[config.mk]
export PLATFORM = sky130hd
export DESIGN_NAME = cnt_check
export DESIGN_NICKNAME = d
export VERILOG_FILES = /design/src/rtl/cnt_check.sv
export SDC_FILE = /design/constraint.sdc
export NUM_CORES = 1
export LEC_CHECK = 0
export CORE_MARGIN = 2
export CORE_UTILIZATION = 25
export DETAILED_ROUTE_END_ITERATION = 12
export DONT_BUFFER_PORTS = 1
export HOLD_SLACK_MARGIN = 0.02
export SYNTH_ARGS = -nofsm -noshare
export SYNTH_HDL_FRONTEND = slang
export SYNTH_SLANG_ARGS = --single-unit
[constraint.sdc]
create_clock -name clk -period 3.4 [get_ports clk]
set_input_delay 1.02 -clock clk [delete_from_list [all_inputs] [get_ports clk]]
set_output_delay 1.02 -clock clk [all_outputs]
set_load 0.01 [all_outputs]
[src/rtl/cnt_check.sv]
// Sequence checker for a free-running up-counter: acquires, locks after LOCK_LEN
// consecutive +1 samples, then reports sequence errors and counts wrap-arounds.
module cnt_check #(
    parameter int WIDTH    = 8,
    parameter int LOCK_LEN = 4
) (
    input  logic             clk,
    input  logic             rst,
    input  logic             en,
    input  logic [WIDTH-1:0] cnt,
    input  logic             clr_err,
    output logic             locked,
    output logic             err,
    output logic [7:0]       err_cnt,
    output logic [7:0]       wrap_cnt,
    output logic [WIDTH-1:0] last
);

    typedef enum logic [1:0] {
        ACQ,
        SYNC,
        LOCK
    } state_t;

    localparam logic [3:0] LOCK_LEN_C = 4'(LOCK_LEN);

    state_t           state, state_n;
    logic [3:0]       match_len, match_len_n;
    logic [WIDTH-1:0] last_n;
    logic [7:0]       wrap_cnt_n;
    logic [7:0]       err_cnt_n;
    logic [7:0]       err_base;
    logic             seq_err;
    logic             match;
    logic             wrap_seen;

    assign match     = (cnt == last + WIDTH'(1));
    assign wrap_seen = (&last) && (cnt == '0);

    // NOTE: every signal assigned here gets a default first, so no path leaves it unassigned and no latch is inferred.
    always_comb begin
        state_n     = state;
        match_len_n = match_len;
        last_n      = last;
        wrap_cnt_n  = wrap_cnt;
        seq_err     = 1'b0;

        if (en) begin
            last_n = cnt;
            unique case (state)
                ACQ: begin
                    match_len_n = '0;
                    state_n     = SYNC;
                end
                SYNC: begin
                    if (match) begin
                        match_len_n = match_len + 4'd1;
                        if (match_len + 4'd1 == LOCK_LEN_C) begin
                            state_n = LOCK;
                        end
                    end else begin
                        match_len_n = '0;
                    end
                end
                LOCK: begin
                    if (match) begin
                        if (wrap_seen) begin
                            wrap_cnt_n = wrap_cnt + 8'd1;
                        end
                    end else begin
                        seq_err     = 1'b1;
                        match_len_n = '0;
                        state_n     = SYNC;
                    end
                end
                default: begin
                    match_len_n = '0;
                    state_n     = ACQ;
                end
            endcase
        end
    end

    // Clear applies first, so a coincident error leaves the count at one.
    always_comb begin
        err_base  = clr_err ? 8'd0 : err_cnt;
        err_cnt_n = err_base;
        if (seq_err && (err_base != 8'hFF)) begin
            err_cnt_n = err_base + 8'd1;
        end
    end

    // NOTE: sequential state uses non-blocking assignments so every flop samples pre-edge values.
    always_ff @(posedge clk) begin
        if (rst) begin
            state     <= ACQ;
            match_len <= '0;
            locked    <= 1'b0;
            err       <= 1'b0;
            err_cnt   <= '0;
            wrap_cnt  <= '0;
            last      <= '0;
        end else begin
            state     <= state_n;
            match_len <= match_len_n;
            locked    <= (state_n == LOCK);
            err       <= seq_err;
            err_cnt   <= err_cnt_n;
            wrap_cnt  <= wrap_cnt_n;
            last      <= last_n;
        end
    end

endmodule
---- After elaboration in Yosys (flattened, before gate mapping) ----
Cells that the tools add are included.
cells by class
  equal/unequal tests ..................... 7
  reduce and logical (&&, ||, !) cells .... 7
  $add $sub $neg .......................... 4
  muxes and demuxes ....................... 13
operator list
  cell                                                              count
  8-bit by 1-bit adder with 8-bit output (second input constant)    3
  8-bit 2-to-1 mux                                                  2
  8-bit == test                                                     1
  8-bit logical NOT                                                 1
  2-bit 2-to-1 mux                                                  4
  4-bit 2-to-1 mux                                                  2
  8-bit != test (second input constant)                             1
  4-bit case mux with 2 select lines                                1
  8-bit AND reduction                                               1
  2-bit case mux with 3 select lines                                1
  4-bit by 1-bit adder with 4-bit output (second input constant)    1
  2-bit == test (second input constant)                             2
  4-bit by 3-bit == test with 1-bit output (second input constant)  1
  4-bit AND reduction                                               1
  1-bit 2-to-1 mux                                                  3
  2-bit by 1-bit == test with 1-bit output (second input constant)  1
  1-bit logical AND                                                 2
  2-bit logical NOT                                                 1
  2-bit != test (second input constant)                             1
  2-bit AND reduction                                               1
storage, ports and cells
  logic and storage cells ................. 38
  bits of input ports ..................... 12
  output and inout bits ................... 26
  register bits ........................... 32

---- Depth between registers and ports, before layout ----
Gate-level depths: netlist of run 1.
  depth after elaboration ................. 7
  gate-level depth with buffers ........... 10
  gate-level depth less buffers ........... 8

---- Worst setup path before layout of run 1 ----
Ideal clock, no wire load.
  path type ............................... input port to flip-flop
  start point ............................. input cnt[2]
  end point ............................... register wrap_cnt[7]
  library setup time ...................... 0.121 ns
  slack ................................... -0.080 ns
  data required time ...................... 3.279 ns
  path buffers ............................ 2
  cell stages on the path ................. 9
  arrival time ............................ 3.358 ns
  path through ............................ or3b_1 > a21oi_1 > a311oi_1 > or4_1 > buf_2 > or2_0 > buf_2 > or4_4 > mux2_4
on the way
  longest elaborated chain between the ends .. 3
  elaborated cells on any way between the ends .. 4
  classes of those cells .................. eq/ne (1); reduce/logical (3)
RTL lines
  what                             line  source
  start, declared                  10    input logic [WIDTH-1:0] cnt,
  8-bit logical NOT                38    assign wrap_seen = (&last) && (cnt == '0);
  1-bit logical AND                38
  4-bit AND reduction (no line) *  --
  end signal, assigned             109   wrap_cnt <= wrap_cnt_n;
  end, declared                    15    output logic [7:0] wrap_cnt,
Mark *: on every way between the ends. The rest lies on a longest branch, timed or not.
A chain may end at the register's enable or synchronous reset.

---- Worst setup path in the final report of run 1 ----
Same ends and word-level chain as after synthesis.

==> impl_metrics.py, run 1 <==
metrics = {
    "global_routing": {
        "grt_pass1_vias": 1596,
        "overflow": 0,
        "grt_max_degree": 33,
        "track_usage_pct": 11.19,
        "antenna_found_initial": 0,
        "grt_pass1_wl_mm": 7.555,
    },
    "power_and_ir_drop": {
        "leakagePower_nw": 0.7154,
        "ir_drop_mv": 0.1631,
        "p_per_area_nw_per_um2": 358.0,
    },
    "sta": {
        "hold-worst-slack_ns": 0.5403,
        "rsz0062_at_grt": "false",
        "finalMaxSlewViolations": 0,
        "fin_crit_sh_pct": 86.32,
        "hold_violations": 0,
        "maxSlewHeadroom_pct": 68.81,
        "worst_clock_skew_ns": 0.006843,
        "setup_viol_count_final": 0,
        "min_period_ns": 2.935,
        "worstMarginPinSlew_ns": 0.4642,
        "tns_ns": 0,
        "fmax_ghz": 0.3407,
    },
    "floorplan": {
        "die_h_um": 89.72,
        "ios": 38,
        "fp-row-count": 31,
        "start_util_pct": 25.60,
        "die_area_um2": 8049,
        "core_area_um2": 7176,
        "die_x_um": 89.72,
    },
    "clocking": {
        "cts_tree": "built",
        "cts_root_buffer": "clkbuf_8",
        "cts_buffer_depth": 2,
        "clk_pin_slew_ns": 0.07,
        "post_cts_buffers": 0,
        "cts_hold_buffers": 0,
        "clkLatencyLatePin_ns": 0.28,
        "cts-resized-gates": 0,
        "cts-buffers-inserted": 5,
        "h-tree-depth": 2,
        "numClockSinks": 32,
    },
    "route": {
        "drt.antenna.violating_nets": 0,
        "wl_per_cell_um": 13.38,
        "drt_iter0_markers": 111,
        "drt-vias-per-instance": 4.994,
        "remaining_drc_errors": 0,
        "routed-via-count": 1638,
        "finalWirelength_mm": 4.387,
        "firstDrtPassIters": 4,
    },
    "final_layout": {
        "fin_area_um2": 2077,
        "layout-drive-gt1-share_pct": 10.48,
        "syn2layout_area_growth_pct": 13.08,
        "diodes": 0,
        "nets": 245,
    },
    "run_status": {
        "status": "finished clean",
    },
    "logic_synthesis": {
        "ys_seq_area_share_pct": 34.88,
        "avgSynthCellArea_um2": 8.274,
        "synth.top_cells.by_count": "32 x dfxtp_1, 20 x nor2_1, 13 x a21oi_1, 13 x nand2_1, 12 x o21ai_0",
        "yosys_most_used_dff": "dfxtp_1",
        "syn-num-nets": 239,
        "yosysWarnings": 0,
        "synthCells": 222,
        "synth.distinct_cells": 46,
        "postSynthRegisterBits": 32,
        "yosys-top-cells-area": "dfxtp_1 35%, mux2i_1 5.4%, nor2_1 4.1%",
        "synth_most_common_cell": "dfxtp_1",
        "synth_edf_count": 0,
        "synth_area_leader_cell": "dfxtp_1",
        "synth.top_cell.area_share_pct": 34.88,
        "async_reset_ff_share_pct": 0,
        "syn-cell-area_um2": 1837,
    },
    "hold_path": {
        "hp-class": "register to register",
    },
    "worst_setup_path": {
        "crit_fanout": 4,
        "cp-end-kind": "register",
        "critPathRequiredTime_ns": 3.57,
        "cp.arrival_ns": 3.11,
        "start_kind": "primary input",
        "crit_type": "primary input to register",
    },
    "placed_design": {
        "gp_congestion": 0.7562,
        "io_buffers": 0,
        "place_area_um2": 1984,
        "hpwl_mm": 3.243,
    },
    "flow_run": {
        "cap_violations": 0,
    },
}
==> layout make-up <==
type	count	area, µm²
fillers	765	5099
multi-input cells	173	1130
flip-flops and latches	32	640.6
well taps	99	123.9
clock buffers	6	82.58
repair buffers	8	60.06
inverters	8	30.03
clock inverters	2	10.01
==> cells by family (layout without fill, tap and decap cells) <==
| family | after synthesis | count (layout) | share of synthesized area (%) |
|---|---|---|---|
| AO/OA/AOI/OAI | 50 | 50 | 17.44 |
| AND/OR/NAND/NOR | 95 | 95 | 28.68 |
| XOR/XNOR | 12 | 12 | 5.722 |
| adder cells (fa/ha/maj) | 5 | 5 | 3.406 |
| buffers and inverters | 17 | 24 | 3.611 |
| flip-flops | 32 | 32 | 34.88 |
| multiplexers | 11 | 11 | 6.267 |
==> stage by stage <==
step | worst slack (ns) | util [%] | power (mW) | cells
6_report | 0.4653 | 28.95 | 0.7435 | 328
5_1_grt | 0.3867 | 28.95 | 0.7823 | 328
4_1_cts | 0.4723 | 28.95 | 0.7588 | 328
3_5_place_dp | 0.1681 | 27.65 | 0.4455 | 320
3_3_place_gp | 0.1838 | 27.65 | 0.4449 | 320
2_1_floorplan | 0.03274 | - | 0.4426 | 222
==> metal layers <==
layer  part of all wire [%]  track usage [%]
met5                      0                0
met4                    1.4            4.487
met3                    6.0            3.101
met2                     46            18.12
met1                     47            14.12
==> report_power, final <==
group | leakage, nW | internal, mW | total [mW] | switching [mW]
clock network | 0.0510 | 0.162 | 0.306 | 0.144
registers | 0.260 | 0.381 | 0.392 | 0.0106
logic | 0.405 | 0.0236 | 0.0457 | 0.0221
==> layout by cell type (no fill, tap or decap), types with 3 or more instances in the layout <==
cell type / netlist / final
dfxtp_1: 32 / 32
ha_1: 5 / 5
inv_1: 8 / 8
nand4_1: 6 / 6
and3_1: 4 / 4
clkbuf_8: 0 / 6
mux2i_1: 10 / 10
a21boi_0: 5 / 5
xor2_1: 6 / 6
xnor2_1: 6 / 6
nor2b_1: 7 / 7
and2_1: 4 / 4
or4_1: 5 / 5
a21oi_1: 13 / 13
or3_1: 5 / 5
buf_4: 0 / 8
nor2_1: 20 / 20
nor3_1: 5 / 5
nand3_1: 8 / 8
nor4_1: 4 / 4
nand2b_1: 3 / 3
o31ai_1: 5 / 5
o21ai_0: 12 / 12
nand2_1: 13 / 13
==> path summary, 6_finish.rpt <==
path	from	endpoint	slack (ns)	cells after the start
max reg2reg	last[0]	wrap_cnt[7]	0.59	8
min reg2reg	state[1]	state[1]	0.54	2
max	cnt[2]	wrap_cnt[7]	0.47	7
min	state[1]	state[1]	0.54	2
==> sequential cells by signal (all words and copies together) (netlist names) <==
name,cells
last,8
err_cnt,8
wrap_cnt,8
match_len,4
state,2
locked,1
err,1
==> critical path, stage by stage <==
cell,delay [ns]
or3b_1,0.36
a21oi_1,0.13
a311oi_1,0.06
or4_1,0.56
or2_0,0.26
or4_4,0.42
mux2_4,0.30
No activity file was read; power rests on OpenSTA's default activity.
==> inputs of run 2 (changes only) <==
CELL_PAD_IN_SITES_DETAIL_PLACEMENT = 0   (was unset)
CELL_PAD_IN_SITES_GLOBAL_PLACEMENT = 1   (was unset)
GPL_ROUTABILITY_DRIVEN = 1   (was unset)
PLACE_DENSITY_LB_ADDON = 0.1   (was unset)
SLEW_MARGIN = 30   (was unset)
==> run 2 against run 1 <==
Net effect: critical path depth unchanged; flip-flop and latch count unchanged; worst hold slack improved by 0.021 ns; largest cell class unchanged; register-to-register slack got worse by 0.03 ns; die area unchanged; highest routed layer unchanged; setup slack got worse by 0.0013 ns; core utilization increased by 0.21 points; design area increased by 0.72%; largest power group unchanged; clock power increased by 23%; combinational power increased by 0.9%.
==> impl_metrics.py, run 2 (synthesis results as in run 1) <==
metrics = {
    "run_status": {
        "status": "finished clean",
    },
    "clocking": {
        "clk_pin_slew_ns": 0.08,
        "cts-resized-gates": 0,
        "numClockSinks": 32,
        "cts_tree": "built",
        "clkLatencyLatePin_ns": 0.29,
        "h-tree-depth": 2,
        "cts_hold_buffers": 0,
        "cts_buffer_depth": 2,
        "cts-buffers-inserted": 5,
        "cts_root_buffer": "clkbuf_8",
        "post_cts_buffers": 0,
    },
    "sta": {
        "finalMaxSlewViolations": 0,
        "worstMarginPinSlew_ns": 0.4477,
        "min_period_ns": 2.936,
        "setup_viol_count_final": 0,
        "hold_violations": 0,
        "fin_crit_sh_pct": 86.35,
        "worst_clock_skew_ns": 0.005208,
        "maxSlewHeadroom_pct": 69.89,
        "rsz0062_at_grt": "false",
        "fmax_ghz": 0.3406,
        "tns_ns": 0,
    },
    "placed_design": {
        "io_buffers": 0,
        "hpwl_mm": 3.473,
        "gp_congestion": 0.7247,
        "place_area_um2": 1984,
    },
    "hold_path": {
        "hp-class": "register to register",
    },
    "power_and_ir_drop": {
        "power_frac_seq_pct": 48.2,
        "finalPower_mw": 0.8127,
        "p_int_mw": 0.6224,
        "p_clk_share_pct": 46.2,
        "p_per_area_nw_per_um2": 388.5,
        "combinationalPowerShare_pct": 5.7,
        "ir_drop_mv": 0.1238,
        "leakagePower_nw": 0.7196,
        "switching_share_pct": 23.42,
        "p_sw_mw": 0.1903,
    },
    "route": {
        "routed-via-count": 1627,
        "wl_per_cell_um": 14.99,
        "finalWirelength_mm": 4.916,
        "firstDrtPassIters": 4,
        "drt.antenna.violating_nets": 0,
        "drt-vias-per-instance": 4.960,
        "remaining_drc_errors": 0,
        "drt_iter0_markers": 63,
    },
    "final_layout": {
        "syn2layout_area_growth_pct": 13.90,
        "layout_common_cells": "32 x dfxtp_1, 20 x nor2_1, 13 x a21oi_1, 13 x nand2_1, 12 x o21ai_0",
        "layout_commonest_cell": "dfxtp_1",
        "nFillCells": 797,
        "multiInputGateArea_um2": 1130,
        "nets": 245,
        "layout-drive-gt1-share_pct": 10.04,
        "seqCellArea_um2": 640.6,
        "diodes": 0,
        "fin_area_um2": 2092,
        "top_regs": "err_cnt x8, last x8, wrap_cnt x8",
    },
    "worst_setup_path": {
        "cp-end-kind": "register",
        "crit_family": "simple AND/OR/NAND/NOR gates",
        "crit_fanout": 4,
        "critPathRequiredTime_ns": 3.58,
        "start_kind": "primary input",
        "cp.arrival_ns": 3.12,
        "crit_slowest_cell": "or4_1",
        "crit_type": "primary input to register",
        "path_cells": "or3b_1 > a21oi_1 > a311oi_1 > or4_1 > or2_0 > or4_4 > mux2_4",
        "critPathBufInv": 0,
        "cpPeakStageDelay_ns": 0.56,
    },
    "floorplan": {
        "die_h_um": 89.72,
        "die_area_um2": 8049,
        "ios": 38,
        "core_area_um2": 7176,
        "fp-row-count": 31,
        "start_util_pct": 25.60,
        "die_x_um": 89.72,
    },
    "global_routing": {
        "antenna_found_initial": 0,
        "overflow": 0,
        "grt_pass1_wl_mm": 8.176,
        "track_usage_pct": 12.60,
        "grt_pass1_vias": 1595,
        "grt_max_degree": 33,
    },
    "flow_run": {
        "cap_violations": 0,
    },
}
run 2: cell types whose count changed in the layout (fill, tap and decap cells not counted):
cell and delta:
clkbuf_8 -1, clkinv_2 -1, clkbuf_1 +1, bufinv_16 +1
run 2: power groups by stage:
stage | logic, mW | clock network, mW | registers, mW
final | 0.0461 | 0.375 | 0.392
after global routing | 0.0525 | 0.412 | 0.393
after CTS | 0.0467 | 0.395 | 0.392
after detailed placement | 0.0462 | 0 | 0.400
after global placement | 0.0465 | 0 | 0.401
after floorplan | 0.0425 | 0 | 0.400
run 2: layer usage:
layer  GRT usage, %  part of all wire, %
met2          19.57                   45
met5              0                    0
met1          16.17                   47
met3          4.778                  6.2
met4          4.103                  1.2
run 2: worst register-to-register path: cells and delay by family, from the launching register on:
| kind | cells | cell delay (ns) |
|---|---|---|
| AND/OR/NAND/NOR | 4 | 1.63 |
| AO/OA/AOI/OAI | 2 | 0.19 |
| adder cells (fa/ha/maj) | 1 | 0.29 |
| multiplexers | 1 | 0.30 |
| flip-flops | 1 | 0.34 |
run 2: cell type report:
type                       instances  area share [%]
clock inverter                     2           1.675
timing repair buffer               8           2.871
inverter                           8           1.435
tap                               99           5.921
multi-input combinational        173           54.01
clock buffer                       6           3.469
sequential                        32           30.62
run 2: worst paths after layout:
| kind | from | to | slack (ns) | cells past startpoint |
|---|---|---|---|---|
| setup / recovery | cnt[2] | wrap_cnt[7] | 0.46 | 7 |
| hold / removal | state[1] | state[1] | 0.56 | 2 |
| setup reg to reg | last[0] | wrap_cnt[7] | 0.56 | 8 |
| hold reg to reg | state[1] | state[1] | 0.56 | 2 |
run 2: through the flow:
| stage | std cells | util (%) | worst slack [ns] | hold slack (ns) |
|---|---|---|---|---|
| 2_1_floorplan | 222 | - | 0.03274 | 0.5008 |
| 3_3_place_gp | 320 | 27.65 | 0.1707 | 0.5366 |
| 3_5_place_dp | 320 | 27.65 | 0.1413 | 0.5465 |
| 4_1_cts | 328 | 29.15 | 0.4573 | 0.5587 |
| 5_1_grt | 328 | 29.15 | 0.3419 | 0.6108 |
| 6_report | 328 | 29.15 | 0.4640 | 0.5617 |
